$ cat config.mk
export PLATFORM = sky130hd
export DESIGN_NAME = bp_resolve_flat
export DESIGN_NICKNAME = d
export VERILOG_FILES = /design/src/rtl/bp_pkg.sv /design/src/rtl/bp_resolve_if.sv /design/src/rtl/bp_stage_reg.sv /design/src/rtl/bp_resolve.sv /design/src/flat_wrapper.sv
export SDC_FILE = /design/constraint.sdc
export NUM_CORES = 1
export LEC_CHECK = 0
export ABC_AREA = 1
export CORE_ASPECT_RATIO = 1.5
export CORE_MARGIN = 5
export CORE_UTILIZATION = 30
export CTS_CLUSTER_DIAMETER = 50
export CTS_CLUSTER_SIZE = 28
export DETAILED_ROUTE_END_ITERATION = 6
export HOLD_SLACK_MARGIN = 0.03
export PLACE_DENSITY = 0.63
export SETUP_SLACK_MARGIN = 0.5
export SLEW_MARGIN = 25
export SYNTH_ARGS = -nofsm -noshare
export SYNTH_HDL_FRONTEND = slang
export SYNTH_HIERARCHICAL = 1
export SYNTH_SLANG_ARGS = --single-unit
$ cat constraint.sdc
create_clock -name clk -period 8.2 [get_ports clk]
set_clock_uncertainty 0.1 [all_clocks]
set_input_delay 2.46 -clock clk [delete_from_list [all_inputs] [get_ports clk]]
set_output_delay 2.46 -clock clk [all_outputs]
set_load 0.02 [all_outputs]
$ cat src/rtl/bp_pkg.sv
// Shared constants and types for the branch-resolution slice.
// Optional perf counters are enabled with BP_PERF_CNT_EN.
package bp_pkg;

    localparam int unsigned XLEN      = 32;
    localparam int unsigned PHT_IDX_W = 5;

    localparam logic [XLEN-1:0] PC_STEP = XLEN'(4);

    typedef struct packed {
        logic                 valid;
        logic [XLEN-1:0]      pc;
        logic [XLEN-1:0]      pred_npc;
        logic [PHT_IDX_W-1:0] pht_idx;
    } pred_info_t;

    typedef struct packed {
        pred_info_t info;
        logic       is_branch;
        logic       is_jal;
        logic       is_jalr;
    } id_ex_t;

    function automatic logic [31:0] sat_inc32(input logic [31:0] v);
        return (v == '1) ? v : v + 32'd1;
    endfunction

endpackage

$ cat src/rtl/bp_resolve_if.sv
// Fetch/decode/execute inputs and resolution outputs of bp_resolve.
interface bp_resolve_if;
    import bp_pkg::*;

    logic [XLEN-1:0]      if_pc;
    logic [XLEN-1:0]      if_pred_npc;
    logic [PHT_IDX_W-1:0] if_pht_index;
    logic                 stall;
    logic                 id_is_branch;
    logic                 id_is_jal;
    logic                 id_is_jalr;
    logic                 ex_cond_true;
    logic [XLEN-1:0]      ex_br_target;
    logic [XLEN-1:0]      ex_jalr_target;

    logic                 is_branch;
    logic                 is_jal;
    logic                 is_jalr;
    logic                 actual_taken;
    logic [XLEN-1:0]      actual_branch_target;
    logic                 prediction_correct;
    logic [PHT_IDX_W-1:0] pht_update_index;
    logic [XLEN-1:0]      ID_EX_pc;
    logic                 redirect;
    logic [XLEN-1:0]      redirect_pc;

    modport master (
        output if_pc, if_pred_npc, if_pht_index, stall,
               id_is_branch, id_is_jal, id_is_jalr,
               ex_cond_true, ex_br_target, ex_jalr_target,
        input  is_branch, is_jal, is_jalr, actual_taken, actual_branch_target,
               prediction_correct, pht_update_index, ID_EX_pc, redirect, redirect_pc
    );

    modport slave (
        input  if_pc, if_pred_npc, if_pht_index, stall,
               id_is_branch, id_is_jal, id_is_jalr,
               ex_cond_true, ex_br_target, ex_jalr_target,
        output is_branch, is_jal, is_jalr, actual_taken, actual_branch_target,
               prediction_correct, pht_update_index, ID_EX_pc, redirect, redirect_pc
    );

endinterface

$ cat src/rtl/bp_stage_reg.sv
// Prediction-info pipeline register; clear beats hold beats load.
module bp_stage_reg
    import bp_pkg::*;
(
    input  logic       clk,
    input  logic       reset,
    input  logic       clear,
    input  logic       hold,
    input  pred_info_t d,
    output pred_info_t q
);

    always_ff @(posedge clk or posedge reset) begin
        if (reset) begin
            q <= '0;
        end else if (clear) begin
            q.valid <= 1'b0;
        end else if (!hold) begin
            q <= d;
        end
    end

endmodule

$ cat src/rtl/bp_resolve.sv
// Carries fetch-time predictions to EX, resolves them, and drives predictor
// update plus pipeline redirect. BP_PERF_CNT_EN adds control/mispredict counters.
module bp_resolve
    import bp_pkg::*;
(
    input  logic         clk,
    input  logic         reset,
    bp_resolve_if.slave  bus
`ifdef BP_PERF_CNT_EN
    ,
    output logic [31:0]  perf_ctrl_cnt,
    output logic [31:0]  perf_mispred_cnt
`endif
);

    pred_info_t      if_id_d;
    pred_info_t      if_id_q;
    id_ex_t          id_ex_q;

    logic            ex_valid;
    logic            ex_is_ctrl;
    logic            taken;
    logic [XLEN-1:0] target;
    logic [XLEN-1:0] actual_npc;
    logic            correct;
    logic            redirect_int;

    assign if_id_d = '{valid:    1'b1,
                       pc:       bus.if_pc,
                       pred_npc: bus.if_pred_npc,
                       pht_idx:  bus.if_pht_index};

    bp_stage_reg u_if_id (
        .clk   (clk),
        .reset (reset),
        .clear (redirect_int),
        .hold  (bus.stall),
        .d     (if_id_d),
        .q     (if_id_q)
    );

    // Only valid is dropped on squash/bubble; payload is masked at the outputs.
    always_ff @(posedge clk or posedge reset) begin
        if (reset) begin
            id_ex_q <= '0;
        end else if (redirect_int || bus.stall) begin
            id_ex_q.info.valid <= 1'b0;
        end else begin
            id_ex_q.info      <= if_id_q;
            id_ex_q.is_branch <= bus.id_is_branch & if_id_q.valid;
            id_ex_q.is_jal    <= bus.id_is_jal    & if_id_q.valid;
            id_ex_q.is_jalr   <= bus.id_is_jalr   & if_id_q.valid;
        end
    end

    always_comb begin
        ex_valid     = id_ex_q.info.valid;
        ex_is_ctrl   = id_ex_q.is_branch | id_ex_q.is_jal | id_ex_q.is_jalr;
        taken        = id_ex_q.is_jal | id_ex_q.is_jalr |
                       (id_ex_q.is_branch & bus.ex_cond_true);
        target       = id_ex_q.is_jalr ? bus.ex_jalr_target : bus.ex_br_target;
        actual_npc   = taken ? target : (id_ex_q.info.pc + PC_STEP);
        correct      = (id_ex_q.info.pred_npc == actual_npc);
        redirect_int = ex_valid & ~correct;
    end

    always_comb begin
        bus.is_branch            = ex_valid & id_ex_q.is_branch;
        bus.is_jal               = ex_valid & id_ex_q.is_jal;
        bus.is_jalr              = ex_valid & id_ex_q.is_jalr;
        bus.actual_taken         = ex_valid & taken;
        bus.actual_branch_target = ex_valid ? target : '0;
        bus.prediction_correct   = ex_valid & correct;
        bus.pht_update_index     = ex_valid ? id_ex_q.info.pht_idx : '0;
        bus.ID_EX_pc             = ex_valid ? id_ex_q.info.pc : '0;
        bus.redirect             = redirect_int;
        bus.redirect_pc          = ex_valid ? actual_npc : '0;
    end

`ifdef BP_PERF_CNT_EN
    always_ff @(posedge clk or posedge reset) begin
        if (reset) begin
            perf_ctrl_cnt    <= '0;
            perf_mispred_cnt <= '0;
        end else begin
            if (ex_valid && ex_is_ctrl) begin
                perf_ctrl_cnt <= sat_inc32(perf_ctrl_cnt);
            end
            if (redirect_int) begin
                perf_mispred_cnt <= sat_inc32(perf_mispred_cnt);
            end
        end
    end
`else
    logic unused_ctrl;
    assign unused_ctrl = ex_is_ctrl;
`endif

endmodule

$ cat src/flat_wrapper.sv
// flat-port wrapper written by rule: the top's interface ports become plain ports
module bp_resolve_flat import bp_pkg::*;
  (clk, reset, bus_if_pc, bus_if_pred_npc, bus_if_pht_index, bus_stall, bus_id_is_branch, bus_id_is_jal, bus_id_is_jalr, bus_ex_cond_true, bus_ex_br_target, bus_ex_jalr_target, bus_is_branch, bus_is_jal, bus_is_jalr, bus_actual_taken, bus_actual_branch_target, bus_prediction_correct, bus_pht_update_index, bus_ID_EX_pc, bus_redirect, bus_redirect_pc);
  bp_resolve_if bus_i ();
  input  logic clk;
  input  logic reset;
  input wire logic [$bits(bus_i.if_pc)-1:0] bus_if_pc;
  input wire logic [$bits(bus_i.if_pred_npc)-1:0] bus_if_pred_npc;
  input wire logic [$bits(bus_i.if_pht_index)-1:0] bus_if_pht_index;
  input wire logic [$bits(bus_i.stall)-1:0] bus_stall;
  input wire logic [$bits(bus_i.id_is_branch)-1:0] bus_id_is_branch;
  input wire logic [$bits(bus_i.id_is_jal)-1:0] bus_id_is_jal;
  input wire logic [$bits(bus_i.id_is_jalr)-1:0] bus_id_is_jalr;
  input wire logic [$bits(bus_i.ex_cond_true)-1:0] bus_ex_cond_true;
  input wire logic [$bits(bus_i.ex_br_target)-1:0] bus_ex_br_target;
  input wire logic [$bits(bus_i.ex_jalr_target)-1:0] bus_ex_jalr_target;
  output wire logic [$bits(bus_i.is_branch)-1:0] bus_is_branch;
  output wire logic [$bits(bus_i.is_jal)-1:0] bus_is_jal;
  output wire logic [$bits(bus_i.is_jalr)-1:0] bus_is_jalr;
  output wire logic [$bits(bus_i.actual_taken)-1:0] bus_actual_taken;
  output wire logic [$bits(bus_i.actual_branch_target)-1:0] bus_actual_branch_target;
  output wire logic [$bits(bus_i.prediction_correct)-1:0] bus_prediction_correct;
  output wire logic [$bits(bus_i.pht_update_index)-1:0] bus_pht_update_index;
  output wire logic [$bits(bus_i.ID_EX_pc)-1:0] bus_ID_EX_pc;
  output wire logic [$bits(bus_i.redirect)-1:0] bus_redirect;
  output wire logic [$bits(bus_i.redirect_pc)-1:0] bus_redirect_pc;
  assign bus_i.if_pc = bus_if_pc;
  assign bus_i.if_pred_npc = bus_if_pred_npc;
  assign bus_i.if_pht_index = bus_if_pht_index;
  assign bus_i.stall = bus_stall;
  assign bus_i.id_is_branch = bus_id_is_branch;
  assign bus_i.id_is_jal = bus_id_is_jal;
  assign bus_i.id_is_jalr = bus_id_is_jalr;
  assign bus_i.ex_cond_true = bus_ex_cond_true;
  assign bus_i.ex_br_target = bus_ex_br_target;
  assign bus_i.ex_jalr_target = bus_ex_jalr_target;
  assign bus_is_branch = bus_i.is_branch;
  assign bus_is_jal = bus_i.is_jal;
  assign bus_is_jalr = bus_i.is_jalr;
  assign bus_actual_taken = bus_i.actual_taken;
  assign bus_actual_branch_target = bus_i.actual_branch_target;
  assign bus_prediction_correct = bus_i.prediction_correct;
  assign bus_pht_update_index = bus_i.pht_update_index;
  assign bus_ID_EX_pc = bus_i.ID_EX_pc;
  assign bus_redirect = bus_i.redirect;
  assign bus_redirect_pc = bus_i.redirect_pc;
  bp_resolve u_core (.clk(clk), .reset(reset), .bus(bus_i));
endmodule
==> run metrics <==
run status finished, final reports clean; die area 33000 um2; final count of negative-setup-slack endpoints 0; power per standard cell area 201 nW/um2; vias in the first global route 9370; clock tree sinks 143; Period minus WS final 7550 ps; worst-margin pin slew 887 ps; clock-pin slew of the registers on the worst-case setup and hold paths 60 ps; Die H 220 um; level count of the clock H-tree 4; category of the most critical setup path input pin to primary output; count of pins over their slew limit 0; routed wire length 34.0 mm; GP Congestion 0.949; worst rel slew slack 0.409; Yosys warning total 6; sort of element at the end of the critical path primary output; Inserted Diodes 0; first-pass GRT wire length 51.1 mm; FMAX 0.132 GHz; final core utilization 0.416; Required @ worst endpoint 5640 ps; terminus of the critical flop-to-flop path u_core/id_ex_q[33]; Pre-antenna DRT Iters 5; element type at the critical path start input pin; area grow syn2layout 38.0%; num rows 77; TritonCTS clock tree yes; initial core utilization 0.301; post-synth top area share 0.405; DRC violations left 0; maximum buffer depth of the clock tree 2; post-synthesis net count 1491; Endpoint, Worst Hold u_core/id_ex_q[5]; number of nets with antenna violations after routing 0; Tot GR Track Use 0.200; Std-Cell Core Area 29300 um2; number of synthesized register bits 143; LEAKAGE 0.00604 uW; peak ir drop on the vdd network 0.000145 V; sequential-to-total area share from yosys stat 0.405; Gate Count Post-Synth 1350; clock network power share 0.332; number of top-level design ports 247; R2R setup slack 3570 ps; max cap viols 0; FF-to-FF path depth 17; final routed wire length divided by cell count 17.3 um; Logic pwr share 0.284; fraction of final layout cells with drive strength greater than 1 0.0497; # hold bufs at CTS 0; startpoint of the most critical register-to-register path u_core/id_ex_q[0]; synth top area cells sky130_fd_sc_hd__dfrtp_1, sky130_fd_sc_hd__nand2_1, sky130_fd_sc_hd__nand3_1; share of the clock period used by the worst path 0.921; net switching power 849 uW; area of the mapped netlist 8830 um2; initial antenna violation count 0; Total Nets Final 1696; Post-synth top flop sky130_fd_sc_hd__dfrtp_1; number of enable-type register cells in the synthesized netlist 0; Switching Fraction 0.347; vias post-DR 9379; synth cell count leaders sky130_fd_sc_hd__nand2_1, sky130_fd_sc_hd__nand3_1, sky130_fd_sc_hd__dfrtp_1; Die W 150 um; clock latency on the worst-skew pair 430 ps; critical hold path startpoint u_core/id_ex_q[5]; master cell of the clock root buffer sky130_fd_sc_hd__clkbuf_16; cts bufs inserted 17; unrepaired setup endpoints after global routing false; synthesized area divided by synthesized cell count 6.54 um2; Setup Fix Bufs, Post-CTS 0; relative contribution of sequential cells to total power 0.384; final setup TNS 0 ps; most used standard cell by instance count after synthesis sky130_fd_sc_hd__nand2_1; arrival time at the worst endpoint 4990 ps; maximum number of pins on one net before global-route repair 74; initial DRC count 648; crit path max fanout 31; global route overflow 0; classification of the worst-slack hold path flip-flop to flip-flop; average via count per standard cell 4.78; area leader, netlist sky130_fd_sc_hd__dfrtp_1; final hold violations 0; number of different library cells in the post-synthesis netlist 30; total internal power 1600 uW; Detail Placement HPWL 25.5 mm; IO Port Bufs 246; Hold Path Stages 2; Async S/R FF share, synth 1.00
-- critical path, cell delays in order --
cell                              delay (ps)
sky130_fd_sc_hd__clkdlybuf4s50_1         470
sky130_fd_sc_hd__nand2_2                 120
sky130_fd_sc_hd__nand2_4                 170
sky130_fd_sc_hd__inv_6                   110
sky130_fd_sc_hd__buf_4                   220
sky130_fd_sc_hd__or2_2                   330
sky130_fd_sc_hd__nand3_1                  90
sky130_fd_sc_hd__nand2_1                  60
sky130_fd_sc_hd__nor2_1                  100
sky130_fd_sc_hd__nand2_1                  60
sky130_fd_sc_hd__nor2_1                  110
sky130_fd_sc_hd__nand3_2                 140
sky130_fd_sc_hd__nand2_2                 140
sky130_fd_sc_hd__inv_2                    60
sky130_fd_sc_hd__dlygate4sd2_1           320
-- registers in the layout, summed over array words and instances (netlist names) --
register	flops
u_core/id_ex_q	72
u_core/ex_valid	1
u_core/u_if_id/q	70
-- cells by family after synthesis --
kind of cell               count (synthesis)  share of synthesized area
adders and majority gates                  1                    0.00142
other                                      1                   0.000425
muxes                                     18                     0.0204
and+or+nand+nor                          894                      0.422
AOI/OAI and AO/OA                        100                     0.0573
buffers and inverters                    193                     0.0931
DFF                                      143                      0.405
-- metal layers --
layer  wire length (um)  vias to the layer above  GRT usage  part of all wire
met1              13100                     4382      0.236              0.38
li1                   -                     4611          -                 -
met3               1990                       69     0.0245             0.059
met2              17500                      317      0.357              0.52
met5                  0                        -          0                 0
met4               1400                        0     0.0965             0.041
-- placed cells by master, fill, tap and decap left out, types with 2 or more instances in the layout --
master,n
sky130_fd_sc_hd__clkbuf_16,18
sky130_fd_sc_hd__buf_6,2
sky130_fd_sc_hd__o21ai_0,79
sky130_fd_sc_hd__inv_1,115
sky130_fd_sc_hd__or2_0,2
sky130_fd_sc_hd__inv_2,4
sky130_fd_sc_hd__mux2i_1,18
sky130_fd_sc_hd__buf_4,7
sky130_fd_sc_hd__and2_1,4
sky130_fd_sc_hd__bufinv_16,4
sky130_fd_sc_hd__clkdlybuf4s50_1,243
sky130_fd_sc_hd__inv_6,3
sky130_fd_sc_hd__nor2_4,2
sky130_fd_sc_hd__a21oi_1,19
sky130_fd_sc_hd__clkinvlp_4,3
sky130_fd_sc_hd__nor2_2,7
sky130_fd_sc_hd__or2_2,11
sky130_fd_sc_hd__dfrtp_1,142
sky130_fd_sc_hd__nand3_1,158
sky130_fd_sc_hd__nand2_1,580
sky130_fd_sc_hd__or2_1,4
sky130_fd_sc_hd__nor2_1,103
sky130_fd_sc_hd__clkinv_2,3
sky130_fd_sc_hd__dlygate4sd2_1,2
sky130_fd_sc_hd__clkinv_4,2
sky130_fd_sc_hd__nand2_2,5
sky130_fd_sc_hd__nand3b_1,14
sky130_fd_sc_hd__clkbuf_1,2
-- metrics by stage --
step                worst slack (ps)  hold WS, ps  area [um2]  instances  power [uW]
global route                     505          394       12200       1963        2590
floorplan                       1470          342        8830       1350        1340
CTS                              557          382       12100       1962        2460
global placement                 237          359       11500       1930        1620
finish                           649          379       12200       1963        2450
detailed placement               218          363       11500       1930        1640
-- cell type report --
cell class / instances / area (um2)
clock buffers: 19 / 433
flip-flops and latches: 143 / 3580
fillers: 3150 / 17100
inverters: 122 / 467
well taps: 395 / 494
multi-input cells: 1014 / 4440
clock inverters: 13 / 188
repair buffers: 257 / 2570
-- what timing repair did --
action,4_1_cts,5_1_grt
pin swaps,0,0
hold endpoints to repair,0,0
resized for setup,5,5
gates cloned,0,1
endpoints found under the setup margin,2,2
-- worst max-delay path by stage --
stage | endpoint | cells past startpoint | startpoint
floorplan | bus_redirect | 17 | bus_ex_cond_true
global placement | bus_redirect | 18 | bus_ex_cond_true
detailed placement | bus_prediction_correct | 17 | bus_ex_cond_true
CTS | bus_redirect | 18 | bus_ex_cond_true
global route | bus_redirect | 18 | bus_ex_cond_true
finish | bus_redirect | 15 | bus_ex_cond_true
-- power by group through the flow --
stage / clock network, uW / registers, uW / logic, uW
finish: 812 / 941 / 696
global route: 861 / 955 / 774
detailed placement: 0 / 951 / 684
global placement: 0 / 949 / 673
floorplan: 0 / 886 / 451
CTS: 830 / 940 / 690
(Power assumes the default switching activity.)
